==> src/rtl/seq_tx_if.sv <==
// Command and serial-stream signals of the pattern transmitter.
// master drives the pattern request; slave is the transmitter itself.
interface seq_tx_if #(
  parameter int WIDTH = 8,
  parameter int LENW  = 4,
  parameter int GAPW  = 4,
  parameter int REPW  = 4
);
  logic             start;
  logic [WIDTH-1:0] pattern;
  logic [LENW-1:0]  len;
  logic [GAPW-1:0]  gap;
  logic [REPW-1:0]  repeat_n;
  logic             hold;
  logic             data;
  logic             data_valid;
  logic             busy;
  logic             done;

  modport master (
    output start, pattern, len, gap, repeat_n, hold,
    input  data, data_valid, busy, done
  );

  modport slave (
    input  start, pattern, len, gap, repeat_n, hold,
    output data, data_valid, busy, done
  );
endinterface

==> src/rtl/seq_tx.sv <==
// Serial pattern transmitter: low len bits MSB-first, optional gaps and repeats; first bit one cycle after start.
// hold stalls bit and gap progress on the edge that samples it; all outputs registered.
module seq_tx #(
  parameter int WIDTH = 8,
  parameter int LENW  = 4,
  parameter int GAPW  = 4,
  parameter int REPW  = 4
) (
  input logic    clk,
  input logic    rst,
  seq_tx_if.slave bus
);
  localparam int IDXW = (WIDTH > 1) ? $clog2(WIDTH) : 1;
  localparam logic [LENW-1:0] LEN_MAX = LENW'(WIDTH);

  typedef enum logic [1:0] {IDLE, SEND, GAP, DONE} state_t;

  state_t           state_q, state_d;
  logic [WIDTH-1:0] pat_q, pat_d;
  logic [IDXW-1:0]  lenm1_q, lenm1_d;
  logic [IDXW-1:0]  idx_q, idx_d;
  logic [GAPW-1:0]  gap_q, gap_d;
  logic [GAPW-1:0]  gcnt_q, gcnt_d;
  logic [REPW-1:0]  frm_q, frm_d;
  logic             data_q, data_d;
  logic             valid_q, valid_d;
  logic             busy_q, busy_d;
  logic             done_q, done_d;
  logic [LENW-1:0]  len_eff;

  // Out-of-range lengths (0 or above WIDTH) send the whole pattern.
  assign len_eff = ((bus.len == '0) || (bus.len > LEN_MAX)) ? LEN_MAX : bus.len;

  always_comb begin
    state_d = state_q;
    pat_d   = pat_q;
    lenm1_d = lenm1_q;
    idx_d   = idx_q;
    gap_d   = gap_q;
    gcnt_d  = gcnt_q;
    frm_d   = frm_q;
    data_d  = 1'b0;
    valid_d = 1'b0;
    busy_d  = (state_q != IDLE);
    done_d  = 1'b0;
    case (state_q)
      IDLE: begin
        if (bus.start) begin
          pat_d   = bus.pattern;
          lenm1_d = IDXW'(len_eff - 1'b1);
          idx_d   = IDXW'(len_eff - 1'b1);
          gap_d   = bus.gap;
          frm_d   = bus.repeat_n;
          state_d = SEND;
        end
      end
      SEND: begin
        if (!bus.hold) begin
          data_d  = pat_q[idx_q];
          valid_d = 1'b1;
          if ((idx_q == '0) && (frm_q == '0)) begin
            state_d = DONE;
          end else begin
            if (idx_q == '0) begin
              frm_d = frm_q - 1'b1;
              idx_d = lenm1_q;
            end else begin
              idx_d = idx_q - 1'b1;
            end
            // Gaps also separate the last bit of one frame from the first of the next.
            if (gap_q != '0) begin
              gcnt_d  = gap_q;
              state_d = GAP;
            end
          end
        end
      end
      GAP: begin
        if (!bus.hold) begin
          gcnt_d = gcnt_q - 1'b1;
          if (gcnt_q == GAPW'(1)) state_d = SEND;
        end
      end
      DONE: begin
        done_d  = 1'b1;
        state_d = IDLE;
      end
      default: state_d = IDLE;
    endcase
  end

  always_ff @(posedge clk) begin
    if (rst) begin
      state_q <= IDLE;
      pat_q   <= '0;
      lenm1_q <= '0;
      idx_q   <= '0;
      gap_q   <= '0;
      gcnt_q  <= '0;
      frm_q   <= '0;
      data_q  <= 1'b0;
      valid_q <= 1'b0;
      busy_q  <= 1'b0;
      done_q  <= 1'b0;
    end else begin
      state_q <= state_d;
      pat_q   <= pat_d;
      lenm1_q <= lenm1_d;
      idx_q   <= idx_d;
      gap_q   <= gap_d;
      gcnt_q  <= gcnt_d;
      frm_q   <= frm_d;
      data_q  <= data_d;
      valid_q <= valid_d;
      busy_q  <= busy_d;
      done_q  <= done_d;
    end
  end

  assign bus.data       = data_q;
  assign bus.data_valid = valid_q;
  assign bus.busy       = busy_q;
  assign bus.done       = done_q;
endmodule

==> src/flat_wrapper.sv <==
// flat-port wrapper written by rule: the top's interface ports become plain ports
module seq_tx_flat 
#(
  parameter int WIDTH = 8,
  parameter int LENW  = 4,
  parameter int GAPW  = 4,
  parameter int REPW  = 4
)
  (clk, rst, bus_start, bus_pattern, bus_len, bus_gap, bus_repeat_n, bus_hold, bus_data, bus_data_valid, bus_busy, bus_done);
  seq_tx_if #(.WIDTH(WIDTH), .LENW(LENW), .GAPW(GAPW), .REPW(REPW)) bus_i ();
  input logic clk;
  input logic rst;
  input wire logic [$bits(bus_i.start)-1:0] bus_start;
  input wire logic [$bits(bus_i.pattern)-1:0] bus_pattern;
  input wire logic [$bits(bus_i.len)-1:0] bus_len;
  input wire logic [$bits(bus_i.gap)-1:0] bus_gap;
  input wire logic [$bits(bus_i.repeat_n)-1:0] bus_repeat_n;
  input wire logic [$bits(bus_i.hold)-1:0] bus_hold;
  output wire logic [$bits(bus_i.data)-1:0] bus_data;
  output wire logic [$bits(bus_i.data_valid)-1:0] bus_data_valid;
  output wire logic [$bits(bus_i.busy)-1:0] bus_busy;
  output wire logic [$bits(bus_i.done)-1:0] bus_done;
  assign bus_i.start = bus_start;
  assign bus_i.pattern = bus_pattern;
  assign bus_i.len = bus_len;
  assign bus_i.gap = bus_gap;
  assign bus_i.repeat_n = bus_repeat_n;
  assign bus_i.hold = bus_hold;
  assign bus_data = bus_i.data;
  assign bus_data_valid = bus_i.data_valid;
  assign bus_busy = bus_i.busy;
  assign bus_done = bus_i.done;
  seq_tx #(.WIDTH(WIDTH), .LENW(LENW), .GAPW(GAPW), .REPW(REPW)) u_core (.clk(clk), .rst(rst), .bus(bus_i));
endmodule
==> config.mk <==
export PLATFORM = sky130hd
export DESIGN_NAME = seq_tx_flat
export DESIGN_NICKNAME = d
export VERILOG_FILES = /design/src/rtl/seq_tx_if.sv /design/src/rtl/seq_tx.sv /design/src/flat_wrapper.sv
export SDC_FILE = /design/constraint.sdc
export NUM_CORES = 1
export LEC_CHECK = 0
export ABC_AREA = 1
export CAP_MARGIN = 20
export CORE_UTILIZATION = 55
export DETAILED_ROUTE_END_ITERATION = 8
export PLACE_DENSITY = 0.81
export SYNTH_ARGS = -nofsm -noshare
export SYNTH_HDL_FRONTEND = slang
export SYNTH_SLANG_ARGS = --single-unit
export TNS_END_PERCENT = 1
==> constraint.sdc <==
create_clock -name clk -period 2.5 [get_ports clk]
set_input_delay 0.25 -clock clk [delete_from_list [all_inputs] [get_ports clk]]
set_output_delay 0.25 -clock clk [all_outputs]
set_load 0.03 [all_outputs]
; ---- Word level (Yosys, flattened, before mapping)
; Cells that the tools add are included.
[word_totals]
ff_bits = 32
inputBits = 24
out_inout_bits = 4
elab_cells = 74
[classes]
add_sub_neg = 4
n_lt_le_gt_ge = 2
eq_ne = 12
n_mux = 27
bitwise_logic = 1
n_reduce_logical = 17
[op_table]
columns = operator, n
row1 = 4-bit two-way mux, 8
row2 = 4-bit one-hot mux with 2 select lines, 2
row3 = 3-bit two-way mux, 5
row4 = 5-bit AND reduction, 3
row5 = 2-bit two-way mux, 6
row6 = 4-bit zero test, 2
row7 = 2-bit != test (second input constant), 4
row8 = 2-bit one-hot mux with 4 select lines, 1
row9 = 4-bit by 1-bit subtractor with 4-bit output (second input constant), 2
row10 = 2-bit by 1-bit != test with 1-bit output (second input constant), 3
row11 = 3-bit one-hot mux with 2 select lines, 1
row12 = 2-bit nonzero test, 3
row13 = 3-bit by 1-bit subtractor with 3-bit output (second input constant), 2
row14 = 2-bit == test (second input constant), 2
row15 = 4-bit by 1-bit == test with 1-bit output (second input constant), 1
row16 = 4-bit > comparator (second input constant), 1
row17 = 3-bit by 4-bit less-than comparator with 1-bit output (second input constant), 1
row18 = 4-bit AND reduction, 1
row19 = 4-bit nonzero test, 1
row20 = 1-bit binary-select mux with 3-bit select, 1
row21 = 3-bit zero test, 1
row22 = 1-bit two-way mux, 3
row23 = 3-bit by 1-bit != test with 1-bit output (second input constant), 1
row24 = 3-bit OR reduction, 1
row25 = 7 further kinds, 7

; ---- Logic depth before layout (Yosys ltp)
[depth]
depth_word = 6
depth_mapped = 10
ltp_nobuf = 10

; ---- Least setup slack after synthesis
; OpenSTA, ideal clock, no wires.
[synth_path]
path_type = reg2reg
start = register u_core.idx_q[0]
end = register u_core.idx_q[1]
setup_time_ps = 116
arrival_time_ps = 1359
required_time_ps = 2384
setup_slack_ps = 1025
stages_incl_launch_ff = 10
path_buffers = 0
synth_period_minus_slack_ps = 1475
path_cell_list = dfxtp_1 > inv_1 > ha_1 > nand2_1 > nor2_2 > nand3_4 > nand2_2 > inv_2 > o21ai_0 > nor2_1
[synth_via]
elab_chain_len = 5
elab_cells_between_ends = 9
cone_classes = 1 x add/sub / 1 x eq/ne / 4 x mux / 3 x reduce/logical
[synth_lines]
columns = item, line
row1 = "start, declared", seq_tx.sv:21  ; logic [IDXW-1:0] idx_q, idx_d;
row2 = "start signal, assigned", seq_tx.sv:109  ; idx_q <= idx_d;
row3 = 3-bit by 1-bit subtractor with 3-bit output / 3-bit zero test (equally long branches), "seq_tx.sv:68, seq_tx.sv:61, seq_tx.sv:64"
row4 = 3-bit two-way mux, seq_tx.sv:64  ; if (idx_q == '0) begin
row5 = 3-bit two-way mux, seq_tx.sv:61  ; if ((idx_q == '0) && (frm_q == '0)) begin
row6 = 3-bit two-way mux, seq_tx.sv:58  ; if (!bus.hold) begin
row7 = 3-bit one-hot mux with 2 select lines, seq_tx.sv:46  ; case (state_q)
; Several ways; a longest one is shown, not always the timed one. The select of a mux whose other input is x is not followed.
; A chain may end at the register's enable or synchronous reset.

; ---- Worst setup path after layout
[layout_path]
start = register u_core.idx_q[0]
end = register u_core.idx_q[2]
; The elaborated chain is that of the path after synthesis.

==> results.toml <==
[final_layout]
layoutNonFillerInstCount = 334
layout_common_cells = "nor2_1 (61), nand2_1 (43), dfxtp_1 (32)"
final_area_um2 = 2140
layout_commonest_cell = "nor2_1"
antenna_cells = 0
nFillCells = 279
area_delta_synth_final_pct = 19.7
fin_nets = 320
drive_above_1_share = 0.100

[setup_path]
r2r-start = "u_core.idx_q[0]"
end_kind = "register"
worstPathRequired_ns = 2.73
cp.arrival_ns = 1.96
r2r_slack_ns = 0.77
critical_path.max_fanout = 7
crit_type = "register to register"
cp-start-kind = "register"
crit_start = "u_core.idx_q[0]"
r2r_cells = 9
cp-endpoint = "u_core.idx_q[2]"
r2r_end = "u_core.idx_q[2]"

[yosys]
syn-num-nets = 291
netlist_area_um2 = 1790
synth_top_area_cell = "dfxtp_1"
synth.distinct_cells = 32
ys_seq_area_frac = 0.358
syn_area_per_cell_um2 = 6.88
yosysTopAreaCellShare = 0.358
synth_seq_cells = 32
syn_inst = 260
netlist_top_cells_area = "dfxtp_1 (36%), nor2_1 (13%), nand2_1 (9.0%), o21ai_0 (7.8%), inv_1 (5.2%)"
yosysWarnings = 0

[die]
rows = 20
core-area_um2 = 3080
die_h_um = 59.0
io_pins = 28
start_util = 0.581
dieArea_um2 = 3480
die_w_um = 59.0

[power_and_ir_drop]
power_density_nw_per_um2 = 1080
peakVddDrop_v = 0.000538
power.leakage_nw = 0.955

[place]
post_dp_cell_area_um2 = 2080
dp.cells = 326
routabilityCongestion = 0.782
hpwl_mm = 2.54
io_buffer_count = 27

[sta]
fin_crit_ns = 1.73
fin_hold_ws_ns = 0.458
fin_crit_sh = 0.691
fin_tns_setup_ns = 0
rsz0062_at_grt = "false"
slew_headroom = 0.576
finalHoldViolCount = 0
tightest_slew_ns = 0.636
report.final.slew_viol_count = 0
fin_skew_ns = 0.0130
setup_viol = 0
fmax_ghz = 0.579

[cts]
ctsLongestPathBuffers = 2
cts_hold_buf = 0
post_cts_buffers = 0
clkTransAtPathRegs_ns = 0.09
cts_buffers = 5
h-tree-depth = 2
cts_tree = "built"
root_buffer = "clkbuf_4"
cts.repair.resized = 0
clkSinkCount = 32
clk_latency_ns = 0.34

[routing]
first_pass_iters = 4
drt.antenna.violating_nets = 0
vias_per_cell = 5.03
wl_per_cell_um = 10.7
first_iter_violations = 101
vias = 1680
drc_errors = 0
wl_mm = 3.56

[grt]
grt_pass1_wl_mm = 6.08
grt.total_usage = 0.233
grt_antenna_before_repair = 0
grt_overflow = 0
grt_pass1_vias = 1438
grt_start_max_net_pins = 23

[run_status]
status = "finished, final reports clean"

[flow_run]
cap_violations = 0

[min_path]
holdCritPathClass = "register to register"
final cells by class:
type	instances	area, µm²	area share
multi-input cells	191	986	0.461
flip-flops and latches	32	641	0.299
repair buffers	28	278	0.130
inverters	31	121	0.0567
clock buffers	8	58.8	0.0275
well taps	44	55.1	0.0257
report_power, final:
part / total, W / switching, W / internal (W)
Combinational: 0.00119 / 0.000738 / 0.000447
Clock: 0.000314 / 0.000175 / 0.000139
Sequential: 0.000806 / 0.000132 / 0.000674
Total: 0.00231 / 0.00105 / 0.00126
cell families after synthesis:
family,Yosys count,synth area share
AOI/OAI and AO/OA,45,0.141
buffers and inverters,37,0.0903
xor gates and xnor gates,2,0.00980
DFF,32,0.358
adders and majority gates,7,0.0490
and+or+nand+nor,137,0.352
per-stage QoR:
| stage | total power, W | worst slack, ns | utilization |
|---|---|---|---|
| 5_1_grt | 0.00254 | 0.621 | 0.695 |
| 4_1_cts | 0.00231 | 0.797 | 0.695 |
| 6_report | 0.00231 | 0.773 | 0.695 |
| 3_5_place_dp | 0.00199 | 0.719 | 0.676 |
| 3_3_place_gp | 0.00197 | 0.783 | 0.676 |
| 2_1_floorplan | 0.00176 | 1.02 | - |
worst min-delay path by stage:
| stage | start | to | cells past startpoint |
|---|---|---|---|
| floorplan | bus_hold | u_core.bus.data_valid | 1 |
| global placement | u_core.pat_q[5] | u_core.pat_q[5] | 2 |
| detailed placement | u_core.pat_q[5] | u_core.pat_q[5] | 2 |
| CTS | u_core.pat_q[5] | u_core.pat_q[5] | 2 |
| global route | u_core.pat_q[7] | u_core.pat_q[7] | 2 |
| finish | u_core.pat_q[5] | u_core.pat_q[5] | 2 |
per-layer routing:
metal | wire length, µm | GRT usage | vias up
met5 | 0 | 0 | -
met4 | 60 | 0.0748 | 0
met3 | 138 | 0.0655 | 5
met2 | 1600 | 0.370 | 31
met1 | 1760 | 0.306 | 754
li1 | - | - | 890
synthesized netlist by cell type:
cell type / number
nor2_8: 1
xnor2_1: 2
inv_2: 5
inv_1: 25
a211oi_1: 1
clkbuf_1: 1
nand2_1: 43
nor2_2: 3
a31oi_1: 1
o21ai_4: 1
a21oi_1: 10
nand3b_1: 2
buf_6: 1
nand2_4: 2
nand3_1: 15
nor3_2: 1
or2_2: 1
nand3_4: 2
o21ai_2: 1
nor3_1: 1
nor2_1: 61
nand4_1: 2
o21ai_0: 28
a21oi_2: 1
buf_2: 2
o211ai_1: 1
ha_1: 7
clkinv_4: 1
dfxtp_1: 32
nand2_2: 3
buf_4: 2
o22ai_1: 1
sequential cells by signal, summed over array words and instances, names as in the netlist, 2 cells and up:
signal	flops
u_core.gcnt_q	4
u_core.lenm1_q	3
u_core.pat_q	8
u_core.idx_q	3
u_core.frm_q	4
u_core.state_q	2
u_core.gap_q	4
critical path, cell delays in order (launching register included):
cell	delay (ns)
dfxtp_1	0.37
inv_1	0.16
ha_1	0.26
nand2_1	0.17
nor2_2	0.16
nand3_4	0.13
nand2_2	0.12
inv_2	0.04
o21ai_0	0.17
nor2_1	0.05
(Power assumes the default switching activity.)
